## src/rtl/axi_read_responder.sv

```systemverilog
// rtl/axi_read_responder.sv - in-order AXI read responder returning address-pattern data bursts
// Optional macro AXI_RESP_LATENCY_EN inserts latencyCnt idle cycles before each burst.
module axi_read_responder #(
  parameter int ADDR_BITS            = 64,
  parameter int BURST_LEN_WIDTH      = 8,
  parameter int TID_WIDTH            = 8,
  parameter int LOG_BLOCK_DATA_BYTES = 6,
  parameter int LOG_QUEUE_SIZE       = 3,
  parameter int LATENCY_WIDTH        = 10
) (
  input  logic                                 clk,
  input  logic                                 reset,
  input  logic                                 s_ar_valid,
  output logic                                 s_ar_ready,
  input  logic [BURST_LEN_WIDTH-1:0]           s_ar_len,
  input  logic [ADDR_BITS-1:0]                 s_ar_addr,
  input  logic [TID_WIDTH-1:0]                 s_ar_id,
  output logic                                 s_r_valid,
  input  logic                                 s_r_ready,
  output logic                                 s_r_last,
  output logic [(8<<LOG_BLOCK_DATA_BYTES)-1:0] s_r_data,
  output logic [TID_WIDTH-1:0]                 s_r_id,
  input  logic [LATENCY_WIDTH-1:0]             latencyCnt,
  output logic [LOG_QUEUE_SIZE:0]              reqCnt
);

  localparam int DW    = 8 << LOG_BLOCK_DATA_BYTES;
  localparam int DEPTH = 1 << LOG_QUEUE_SIZE;
  localparam int NREP  = DW / ADDR_BITS;
  localparam logic [LOG_QUEUE_SIZE:0] FULL_CNT = {1'b1, {LOG_QUEUE_SIZE{1'b0}}};

  typedef enum logic [1:0] {IDLE, WAIT, BURST} state_t;

  state_t state, state_nx, start_state;

  logic [BURST_LEN_WIDTH-1:0] q_len  [DEPTH];
  logic [ADDR_BITS-1:0]       q_addr [DEPTH];
  logic [TID_WIDTH-1:0]       q_id   [DEPTH];

  logic [LOG_QUEUE_SIZE-1:0]  wr_ptr, rd_ptr;
  logic [LOG_QUEUE_SIZE:0]    req_cnt, cnt_nx;
  logic                       ar_ready;
  logic [BURST_LEN_WIDTH-1:0] act_len, beat_idx;
  logic [ADDR_BITS-1:0]       act_addr, beat_addr;
  logic [TID_WIDTH-1:0]       act_id;
  logic                       push, pop, r_hs, is_last, not_empty;

  assign push      = s_ar_valid && ar_ready;
  assign not_empty = (req_cnt != '0);
  assign is_last   = (beat_idx == act_len);
  assign r_hs      = (state == BURST) && s_r_ready;

`ifdef AXI_RESP_LATENCY_EN
  logic [LATENCY_WIDTH-1:0] lat_cnt;
  assign start_state = (latencyCnt != '0) ? WAIT : BURST;
`else
  logic unused_latency;
  assign unused_latency = ^latencyCnt;
  assign start_state    = BURST;
`endif

  always_ff @(posedge clk or posedge reset) begin
    if (reset) state <= IDLE;
    else       state <= state_nx;
  end

  // Finishing a burst with work queued reloads in the same edge, so bursts run back-to-back.
  always_comb begin
    state_nx = state;
    pop      = 1'b0;
    case (state)
      IDLE: begin
        if (not_empty) begin
          pop      = 1'b1;
          state_nx = start_state;
        end
      end
      WAIT: begin
`ifdef AXI_RESP_LATENCY_EN
        if (lat_cnt == LATENCY_WIDTH'(1)) state_nx = BURST;
`else
        state_nx = BURST;
`endif
      end
      BURST: begin
        if (r_hs && is_last) begin
          if (not_empty) begin
            pop      = 1'b1;
            state_nx = start_state;
          end else begin
            state_nx = IDLE;
          end
        end
      end
      default: state_nx = IDLE;
    endcase
  end

  always_comb begin
    cnt_nx = req_cnt;
    case ({push, pop})
      2'b10:   cnt_nx = req_cnt + (LOG_QUEUE_SIZE+1)'(1);
      2'b01:   cnt_nx = req_cnt - (LOG_QUEUE_SIZE+1)'(1);
      default: cnt_nx = req_cnt;
    endcase
  end

  always_ff @(posedge clk) begin
    if (push) begin
      q_len[wr_ptr]  <= s_ar_len;
      q_addr[wr_ptr] <= s_ar_addr;
      q_id[wr_ptr]   <= s_ar_id;
    end
  end

  // Ready is registered from the next occupancy so it is low throughout reset.
  always_ff @(posedge clk or posedge reset) begin
    if (reset) begin
      wr_ptr   <= '0;
      rd_ptr   <= '0;
      req_cnt  <= '0;
      ar_ready <= 1'b0;
      act_len  <= '0;
      act_addr <= '0;
      act_id   <= '0;
      beat_idx <= '0;
`ifdef AXI_RESP_LATENCY_EN
      lat_cnt  <= '0;
`endif
    end else begin
      req_cnt  <= cnt_nx;
      ar_ready <= (cnt_nx != FULL_CNT);
      if (push) wr_ptr <= wr_ptr + LOG_QUEUE_SIZE'(1);
      if (pop) begin
        rd_ptr   <= rd_ptr + LOG_QUEUE_SIZE'(1);
        act_len  <= q_len[rd_ptr];
        act_addr <= q_addr[rd_ptr];
        act_id   <= q_id[rd_ptr];
        beat_idx <= '0;
      end else if (r_hs) begin
        beat_idx <= beat_idx + BURST_LEN_WIDTH'(1);
      end
`ifdef AXI_RESP_LATENCY_EN
      if (pop)                lat_cnt <= latencyCnt;
      else if (state == WAIT) lat_cnt <= lat_cnt - LATENCY_WIDTH'(1);
`endif
    end
  end

  assign beat_addr = act_addr + (ADDR_BITS'(beat_idx) << LOG_BLOCK_DATA_BYTES);

  always_comb begin
    s_r_data = '0;
    if (state == BURST) begin
      for (int i = 0; i < NREP; i++) s_r_data[i*ADDR_BITS +: ADDR_BITS] = beat_addr;
    end
  end

  assign s_r_valid  = (state == BURST);
  assign s_r_last   = s_r_valid && is_last;
  assign s_r_id     = s_r_valid ? act_id : '0;
  assign s_ar_ready = ar_ready;
  assign reqCnt     = req_cnt;

endmodule

```

## config.mk

```make
export PLATFORM = sky130hd
export DESIGN_NAME = axi_read_responder
export DESIGN_NICKNAME = d
export VERILOG_FILES = /design/src/rtl/axi_read_responder.sv
export SDC_FILE = /design/constraint.sdc
export NUM_CORES = 1
export LEC_CHECK = 0
export ABC_AREA = 1
export ABC_CLOCK_PERIOD_IN_PS = 5400
export CORE_MARGIN = 4
export CORE_UTILIZATION = 43
export DETAILED_ROUTE_END_ITERATION = 8
export PLACE_DENSITY = 0.7
export SYNTH_ARGS = -nofsm -noshare
export SYNTH_HDL_FRONTEND = slang
export SYNTH_SLANG_ARGS = --single-unit
```

## constraint.sdc

```tcl
create_clock -name clk -period 5.4 [get_ports clk]
set_clock_uncertainty 0.15 [all_clocks]
set_input_delay 1.62 -clock clk [delete_from_list [all_inputs] [get_ports clk]]
set_output_delay 1.62 -clock clk [all_outputs]
set_load 0.03 [all_outputs]
```

==> impl_metrics.tcl <==
set metrics [dict create \
    clockBufferDepth 3 \
    finalHoldViolations 0 \
    fmax_mhz 190 \
    initial_core_util_pct 43.4 \
    top_usage_layer "met2" \
    fin_crit_sh_pct 97.4 \
    grt_pass1_vias 23100 \
    grt_max_degree 187 \
    die_h_um 293 \
    syn_area_per_cell_um2 10.3 \
    cts_hold_buf 0 \
    cp_data_arrival_time_ns 3.49 \
    drc 0 \
    met1_usage_pct 29.2 \
    ios 621 \
    clk_pin_slew_worst_paths_ns 0.06 \
    hold_slack_ns 0.320 \
    dieArea_um2 86000 \
    cp_max_fo 8 \
    routed_via_density 5.30 \
    avgRoutedWirePerCell_um 22.3 \
    critPathLaunchType "flop" \
    grt_usage_pct 23.0 \
    synth_seq_cells 740 \
    cp_data_required_time_ns 3.63 \
    area_delta_synth_final_pct 20.3 \
    syn_area_um2 35000 \
    dp_hpwl_um 68800 \
    ff2ff_path_depth 8 \
    use_met3_pct 3.70 \
    cts_resized 30 \
    period_needed_ns 5.26 \
    fillCellCount 6867 \
    layout-drive-gt1-share_pct 9.38 \
    htree_levels 3 \
    final_antenna_net_count 0 \
    r2r-start "rd_ptr[0]$_DFFE_PP0N_" \
    syn_inst 3387 \
    cap_violations 0 \
    routed_wl_um 105000 \
    reg2reg_to "act_addr[11]$_DFFE_PP0N_" \
    fin_nets 3684 \
    clock-root-buffer "clkbuf_16" \
    ys_seq_area_share_pct 62.1 \
    synth_fp_nets 3496 \
    yosys_warnings 0 \
    cts_tree "done" \
    min_to "act_addr[3]$_DFFE_PP0N_" \
    vias 24900 \
    hold_start "act_addr[3]$_DFFE_PP0N_" \
    numPortBuffers 610 \
    outcome "finished, final reports clean" \
    setup_viol 0 \
    postCtsSetupBuffers 0 \
    gp_congestion 0.941 \
    ir_worst_vdd_v 0.000592 \
    hold_depth 2 \
    antenna_found_initial 12 \
    dr.pass1.iters 5 \
    slew_viol_final 0 \
    grt_pass1_wl_um 149000 \
    powerDensity_nw_per_um2 694 \
    insertion_delay_ns 0.64 \
    ff2ff_setup_slack_ns 2.25 \
    die_w_um 293 \
    yosysUniqueCellTypes 35 \
    cts_num_sinks 740 \
    cts_buffers 75 \
    rows 104 \
    postLayoutCoreUtil_pct 52.3 \
    max_slew.worst_pin.slew_ns 1.01 \
    slew_headroom_pct 32.9 \
    drt_iter0_markers 2217 \
    use_met2_pct 40.3 \
    worstSetupEndpointType "output port" \
    hold_path_class "reg -> reg" \
    crit_type "reg -> out" \
    grt-ovfl-total 0 \
    finalPower_mw 29.2 \
    coreArea_um2 80500 \
    power_leakage_nw 18.1 \
]
-- flip-flops by register name (all words and copies together), names as in the netlist --
| name | cells |
|---|---|
| act_len | 8 |
| state | 1 |
| act_id | 8 |
| s_ar_ready | 1 |
| wr_ptr | 3 |
| act_addr | 64 |
| beat_idx | 8 |
| rd_ptr | 3 |
| q_id | 64 |
| reqCnt | 4 |
| q_addr | 512 |
| q_len | 64 |
-- stage by stage --
step	setup WS, ns	instances	setup TNS, ns	cell area [um^2]
floorplan	-0.673	3387	-215.34	35000
global placement	0.594	4558	0	39300
detailed placement	0.573	4558	0	39300
CTS	0.00287	4694	0	41600
global route	-0.0174	4697	-0.0315	42100
finish	0.138	4701	0	42100
-- cells in the final DEF, fill, tap and decap left out, types with 18 or more instances in the layout --
| cell | n |
|---|---|
| a21oi_1 | 18 |
| buf_12 | 31 |
| buf_4 | 167 |
| clkbuf_16 | 77 |
| clkdlybuf4s50_1 | 315 |
| clkinv_1 | 19 |
| dfrtp_1 | 96 |
| dlygate4sd2_1 | 28 |
| dlymetal6s2s_1 | 175 |
| edfxtp_1 | 640 |
| inv_1 | 112 |
| nand2_1 | 692 |
| nand3_1 | 136 |
| nor2_1 | 473 |
| o21ai_0 | 308 |
| o21ai_1 | 29 |
| o22ai_1 | 160 |
-- layer usage --
layer,wire length (um),up-vias
li1,-,11500
met1,41400,12200
met2,53100,1061
met3,7280,139
met4,2860,10
met5,86,-
-- synth_stat cells, drive strengths merged --
| cell type | count | share of area (%) |
|---|---|---|
| o21ai | 339 | 4.9 |
| fa | 1 | 0.057 |
| nand4 | 16 | 0.29 |
| nand2 | 695 | 7.5 |
| nor3b | 1 | 0.021 |
| nor3 | 4 | 0.057 |
| edfxtp | 640 | 55 |
| dfrtp | 100 | 7.2 |
| clkbuf | 73 | 0.80 |
| and2 | 3 | 0.054 |
| o21bai | 2 | 0.043 |
| xnor2 | 15 | 0.38 |
| a22oi | 1 | 0.021 |
| o22ai | 160 | 2.9 |
| a21o | 1 | 0.021 |
| nand3b | 3 | 0.064 |
| a21oi | 21 | 0.30 |
| xor2 | 14 | 0.35 |
| buf | 533 | 11 |
| nor4 | 1 | 0.036 |
| nor2 | 491 | 5.3 |
| inv | 119 | 1.3 |
| ha | 14 | 0.50 |
| nand3 | 139 | 2.0 |
| or2 | 1 | 0.018 |
-- critical path: stages, from the launching register on --
cell and delay, ns:
dfrtp_1 0.45, ha_1 0.42, nand2_1 0.11, nand3_1 0.18, nand3_1 0.12, nand3_1 0.27, nand3_1 0.15, nand2_1 0.09
nor2_1 0.10, buf_4 0.24, clkdlybuf4s50_1 0.71
-- kinds of logic (layout without fill, tap and decap cells) --
| group | Yosys count | count (layout) | share of synthesized area [%] |
|---|---|---|---|
| and+or+nand+nor | 1354 | 1354 | 15.4 |
| AOI/OAI and AO/OA | 524 | 524 | 8.12 |
| adders and majority gates | 15 | 15 | 0.558 |
| xor gates and xnor gates | 29 | 29 | 0.726 |
| other | 0 | 7 | 0 |
| buffers and inverters | 725 | 972 | 13.1 |
| DFF | 740 | 740 | 62.1 |
-- how the worst max path moves through the flow --
| stage | startpoint | end |
|---|---|---|
| 2_1_floorplan | s_ar_valid | q_addr[0][0]$_DFFE_PP_ |
| 3_3_place_gp | beat_idx[0]$_DFFE_PP0P_ | s_r_data[494] |
| 3_5_place_dp | beat_idx[6]$_DFFE_PP0P_ | s_r_data[471] |
| 4_1_cts | beat_idx[0]$_DFFE_PP0P_ | s_r_data[86] |
| 5_1_grt | beat_idx[2]$_DFFE_PP0P_ | s_r_data[477] |
| 6_report | beat_idx[2]$_DFFE_PP0P_ | s_r_data[177] |
-- where the power goes --
part	internal, mW	switching, mW
registers	7.35	0.799
logic	5.42	10.7
clock network	2.79	2.14
total	15.6	13.6
-- final cells by class --
| type | instances | area (um^2) | share of cell area, % |
|---|---|---|---|
| flip-flops and latches | 740 | 21700 | 51.6 |
| clock inverters | 42 | 344 | 0.817 |
| multi-input cells | 1922 | 8750 | 20.8 |
| diodes | 7 | 17.5 | 0.0416 |
| repair buffers | 717 | 7470 | 17.7 |
| well taps | 1060 | 1330 | 3.15 |
| inverters | 119 | 462 | 1.10 |
| clock buffers | 94 | 2000 | 4.75 |
Power figures use the tool's default switching activity.
